--- src/rtl/mul_share_sched.sv ---
// rtl/mul_share_sched.sv - round-robin scheduler sharing one repeated-addition multiplier datapath
//
// One owner at a time drives an external A/B/P datapath. The owner's operands are
// loaded into A and B, P is cleared, and P <= P + A with B <= B - 1 repeats until
// the datapath reports B == 0. The product is returned with a one-cycle done pulse.
//
// Ports
//   clk       system clock, rising edge
//   rst_n     asynchronous active-low reset
//   req       per-requester request, held until that requester's done pulse
//   opa/opb   packed operands, requester i at [i*WIDTH +: WIDTH]
//   grant     one-hot owner of the datapath, 0 when idle
//   done      one-hot one-cycle completion pulse to the owner
//   result    product, valid with done, held until the next done
//   busy      high while an operation owns the datapath
//   data_out  operand bus to the datapath
//   lda/ldb   load A / load B from data_out
//   clrp      clear P
//   ldp       P <= P + A
//   decb      B <= B - 1
//   eqz       datapath flag, B == 0
//   prod      datapath P register

module mul_share_sched #(
    parameter int NREQ  = 4,
    parameter int WIDTH = 16
) (
    input  logic                    clk,
    input  logic                    rst_n,
    input  logic [NREQ-1:0]         req,
    input  logic [NREQ*WIDTH-1:0]   opa,
    input  logic [NREQ*WIDTH-1:0]   opb,
    output logic [NREQ-1:0]         grant,
    output logic [NREQ-1:0]         done,
    output logic [WIDTH-1:0]        result,
    output logic                    busy,
    output logic [WIDTH-1:0]        data_out,
    output logic                    lda,
    output logic                    ldb,
    output logic                    clrp,
    output logic                    ldp,
    output logic                    decb,
    input  logic                    eqz,
    input  logic [WIDTH-1:0]        prod
);

    localparam int IW = (NREQ > 1) ? $clog2(NREQ) : 1;
    localparam logic [NREQ-1:0] ONE_HOT_0 = NREQ'(1);
    localparam logic [IW-1:0]   LAST_IDX  = IW'(NREQ - 1);

    typedef enum logic [2:0] {
        S_IDLE,
        S_LOAD_A,
        S_LOAD_B,
        S_ADD,
        S_DONE
    } state_t;

    state_t          state;
    logic [IW-1:0]   owner;
    logic [IW-1:0]   rr_ptr;
    logic [IW-1:0]   pick_idx;
    logic [IW-1:0]   cand_idx;
    logic            pick_valid;
    int              cand;

    logic [WIDTH-1:0] opa_arr [NREQ];
    logic [WIDTH-1:0] opb_arr [NREQ];

    for (genvar i = 0; i < NREQ; i++) begin : g_unpack
        assign opa_arr[i] = opa[i*WIDTH +: WIDTH];
        assign opb_arr[i] = opb[i*WIDTH +: WIDTH];
    end

    // Round-robin pick: scan from the farthest candidate back to rr_ptr so the
    // nearest set request (searching upward with wrap) is the last one written.
    always_comb begin
        pick_valid = 1'b0;
        pick_idx   = '0;
        cand       = 0;
        cand_idx   = '0;
        for (int k = NREQ - 1; k >= 0; k--) begin
            cand = int'(rr_ptr) + k;
            if (cand >= NREQ) begin
                cand = cand - NREQ;
            end
            cand_idx = IW'(cand);
            if (req[cand_idx]) begin
                pick_valid = 1'b1;
                pick_idx   = cand_idx;
            end
        end
    end

    // Control FSM with registered grant/done/result/busy and the rr pointer.
    always_ff @(posedge clk or negedge rst_n) begin
        if (!rst_n) begin
            state  <= S_IDLE;
            grant  <= '0;
            done   <= '0;
            result <= '0;
            busy   <= 1'b0;
            owner  <= '0;
            rr_ptr <= '0;
        end else begin
            case (state)
                S_IDLE: begin
                    done <= '0;
                    if (pick_valid) begin
                        owner <= pick_idx;
                        grant <= ONE_HOT_0 << pick_idx;
                        busy  <= 1'b1;
                        state <= S_LOAD_A;
                    end else begin
                        grant <= '0;
                    end
                end
                S_LOAD_A: state <= S_LOAD_B;
                S_LOAD_B: state <= S_ADD;
                S_ADD: begin
                    // With eqz high no add happens this cycle, so prod is final
                    // and can be captured here to be valid alongside done.
                    if (eqz) begin
                        result <= prod;
                        done   <= ONE_HOT_0 << owner;
                        state  <= S_DONE;
                    end
                end
                S_DONE: begin
                    done   <= '0;
                    grant  <= '0;
                    busy   <= 1'b0;
                    rr_ptr <= (owner == LAST_IDX) ? '0 : owner + IW'(1);
                    state  <= S_IDLE;
                end
                default: begin
                    state <= S_IDLE;
                    grant <= '0;
                    done  <= '0;
                    busy  <= 1'b0;
                end
            endcase
        end
    end

    // Datapath strobes and operand bus decode from state and owner only, so an
    // asynchronous reset clears them without waiting for a clock edge.
    always_comb begin
        data_out = '0;
        lda      = 1'b0;
        ldb      = 1'b0;
        clrp     = 1'b0;
        ldp      = 1'b0;
        decb     = 1'b0;
        case (state)
            S_LOAD_A: begin
                data_out = opa_arr[owner];
                lda      = 1'b1;
            end
            S_LOAD_B: begin
                data_out = opb_arr[owner];
                ldb      = 1'b1;
                clrp     = 1'b1;
            end
            S_ADD: begin
                ldp  = ~eqz;
                decb = ~eqz;
            end
            default: begin
                data_out = '0;
            end
        endcase
    end

endmodule

--- config.mk ---
export PLATFORM = sky130hd
export DESIGN_NAME = mul_share_sched
export DESIGN_NICKNAME = d
export VERILOG_FILES = /design/src/rtl/mul_share_sched.sv
export SDC_FILE = /design/constraint.sdc
export NUM_CORES = 1
export LEC_CHECK = 0
export CORE_MARGIN = 2
export CORE_UTILIZATION = 34
export DETAILED_ROUTE_END_ITERATION = 10
export GPL_TIMING_DRIVEN = 0
export PLACE_DENSITY = 0.91
export RECOVER_POWER = 25
export SLEW_MARGIN = 10
export SYNTH_ARGS = -nofsm -noshare
export SYNTH_HDL_FRONTEND = slang
export SYNTH_SLANG_ARGS = --single-unit
export TNS_END_PERCENT = 100
--- constraint.sdc ---
create_clock -name clk -period 2.35 [get_ports clk]
set_input_delay 0.47 -clock clk [delete_from_list [all_inputs] [get_ports clk]]
set_output_delay 0.47 -clock clk [all_outputs]
set_load 0.05 [all_outputs]
==> results.md <==
* Total number of vias at 2983
* #FFs+latches synth at 32
* Residual DRC count at 0
* FILL cells at 534
* Max Cap Violations at 1
* Clock power frac at 7.0%
* Ports at 197
* Placed instance area at 4590 um2
* Register-to-register setup slack at 0.70 ns
* Number of port buffers at 195
* Fin crit share at 107%
* Clock-pin slew on the worst setup and hold paths at 0.07 ns
* Vias in the first global route at 3149
* Sw Pwr at 0.00322 W
* Hold EP: result[10]$_DFFE_PN0P_
* Synth warnings at 0
* Worst R2R Path Depth at 4
* DR WL/cell at 22.7 um
* Netlist Area Pre-Place at 2510 um2
* Global-route wire length before repair at 17500 um
* Combinational share of power at 78.2%
* GRT Util Overall at 28.0%
* Row Count at 31
* Root Driver: clkbuf_8
* Final Critical Period at 2.52 ns
* Die Y-Extent at 90.0 um
* Hold Crit Start: result[10]$_DFFE_PN0P_
* Worst-Margin Slew at 1.69 ns
* Die Wd at 90.0 um
* Cell-internal power at 0.00317 W
* Antenna Nets Post-Route at 0
* Status: finished, violations left
* 1st-iter DRT viols at 180
* Static power due to leakage at 2.05 nW
* Min-Delay Path Depth at 2
* Worst r2r dst: rr_ptr[1]$_DFFE_PN0N_
* Antenna Cells at 0
* Max H-tree Level at 2
* GR Overflow Total at 0
* Die area at 8100 um2
* Final setup viols at 15
* Endpoint class of the critical path: primary output
* Final Skew at 0.00885 ns
* Final wirelength at 12400 um
* Gpl congestion at 0.925
* Number of enable flip-flop cells after synthesis at 0
* Final HPWL DP at 8570 um
* Final std cells w/o fill at 547
* HP Class: reg -> reg
* Final Max Slew Viols at 33
* Syn Inst Count at 222
* Max-slew headroom at -12.6%
* Mapped Nets at 377
* Finished Cell Area at 4880 um2
* Worst vdd ir at 0.000833 V
* WHS at 0.478 ns
* Initial Utilization at 34.9%
* Initial antenna violation count at 0
* Setup TNS at -1.75 ns
* Net count, final at 602
* Syn-to-layout area delta at 94.1%
* Finished Core Util at 67.7%
* Top FF cell, synth: dfrtp_1
* Switch share at 50.4%
* Unique masters post-synth at 35
* Final hold vios at 0
* Largest net degree at the start of global routing at 33
* Crit Path Category: reg -> out
* RSZ-0062 raised after global routing: true
* Share of layout cells above drive strength 1 at 23.4%
* Worst-Skew Late Latency at 0.29 ns
* Worst path required time at 1.88 ns
* Seq pwr share at 14.9%
* Syn avg cell area at 11.3 um2
* Critical path arrival at 2.05 ns
* CP Launch Type: register
* Final setup margin at -0.174 ns
* Sequential area share after synthesis at 31.8%
* Worst r2r src: owner[1]$_DFFE_PN0P_
* Initial DRT Pass Iterations at 4
* Failing checks: capacitance limit, slew limit, setup timing
* Clock Tree Buf Depth at 2
* Power density cells at 1310 nW/um2
* CTS Buf Count at 5
* Hold_buf cts at 0
* CTS tree: yes
* Vias/cell at 5.45
* CP max FO at 5
* Dpl cells at 516
* Max Fclk at 396 MHz
* Async SR Flop Fraction at 100%
* Placeable Area at 7210 um2
* # clock sinks at 32
-- state kept, by name, summed over array words and instances (netlist names) --
register / cells
result: 16
done: 4
grant: 4
state: 3
owner: 2
rr_ptr: 2
busy: 1
-- worst max-delay path by stage --
stage | start | endpoint | depth (start not counted)
after CTS | owner[0]$_DFFE_PN0P_ | data_out[10] | 5
after global routing | owner[0]$_DFFE_PN0P_ | data_out[5] | 7
after floorplan | eqz | ldp | 4
after global placement | owner[1]$_DFFE_PN0P_ | data_out[2] | 5
final | owner[0]$_DFFE_PN0P_ | data_out[0] | 6
after detailed placement | state[2]$_DFFE_PN0P_ | data_out[10] | 5
-- layout make-up --
cell class	instances	area (um2)	share of cell area, %
Buffer	17	133	2.72
Clock buffer	6	82.6	1.69
Clock inverter	2	15.0	0.308
Inverter	6	22.5	0.461
Multi-Input combinational cell	165	1510	30.9
Sequential cell	32	801	16.4
Tap cell	99	124	2.54
Timing Repair Buffer	220	2200	45.0
-- power groups by stage --
stage	Clock, W	Sequential (W)	Combinational [W]
detailed placement	0	0.000947	0.00440
finish	0.000444	0.000950	0.00499
floorplan	0	0.00156	0.00235
global route	0.000489	0.000980	0.00519
CTS	0.000462	0.000948	0.00475
global placement	0	0.000934	0.00431
-- synth_stat cells (4+ instances only) --
cell type | count | share of area, %
nand2b_1 | 7 | 1.7
dfrtp_1 | 32 | 32
o21ai_0 | 4 | 0.80
mux4_2 | 16 | 14
nand2_1 | 54 | 8.1
nor2_1 | 11 | 1.6
inv_1 | 5 | 0.75
buf_2 | 8 | 1.6
nand3_1 | 6 | 1.2
buf_4 | 4 | 1.2
a22o_1 | 16 | 5.6
mux4_1 | 16 | 17
a21oi_1 | 10 | 2.0
ha_1 | 4 | 2.0
-- critical path: stages (launching register included) --
cell     delay (ns)
dfrtp_1        0.38
buf_6          0.15
buf_4          0.13
buf_4          0.12
mux4_2         0.53
a22o_1         0.28
buf_6          0.17
-- through the flow --
stage,power [W],worst slack (ns)
4_1_cts,0.00616,-0.159
3_3_place_gp,0.00524,-0.470
2_1_floorplan,0.00391,0.101
5_1_grt,0.00666,-0.232
3_5_place_dp,0.00534,-0.503
6_report,0.00638,-0.174
-- layout by cell type (no fill, tap or decap), types with 4 or more instances in the layout --
| cell type | count |
|---|---|
| buf_6 | 21 |
| dfrtp_1 | 32 |
| a22o_1 | 16 |
| ha_1 | 4 |
| clkdlybuf4s50_1 | 173 |
| nand2b_1 | 7 |
| a21oi_1 | 10 |
| mux4_2 | 30 |
| clkbuf_8 | 6 |
| inv_1 | 5 |
| nor2_1 | 11 |
| buf_4 | 22 |
| buf_12 | 4 |
| buf_2 | 7 |
| nand2_1 | 54 |
| o21ai_0 | 4 |
| nand3_1 | 6 |
-- cells by family (layout without fill, tap and decap cells) --
family	after synthesis	count (layout)	synth area share, %
muxes	34	34	31.9
adders and majority gates	4	4	1.99
buffers and inverters	25	251	6.62
DFF	32	32	31.8
and+or+nand+nor	90	90	17.1
AOI/OAI and AO/OA	37	37	10.6
-- timing repair --
item                                    CTS  global route
pin swaps                                12             6
resized for setup                       142            16
endpoints found under the setup margin   21            21
setup buffers                            18             7
-- metal layers --
layer	vias to the layer above	GRT usage (%)	routed length, um
met5	-	0	0
met4	0	14.7	898
met3	66	9.89	1230
met2	219	51.2	6290
met1	1420	27.6	3980
li1	1278	-	-
Note: power is estimated with default switching activity, not from simulation.
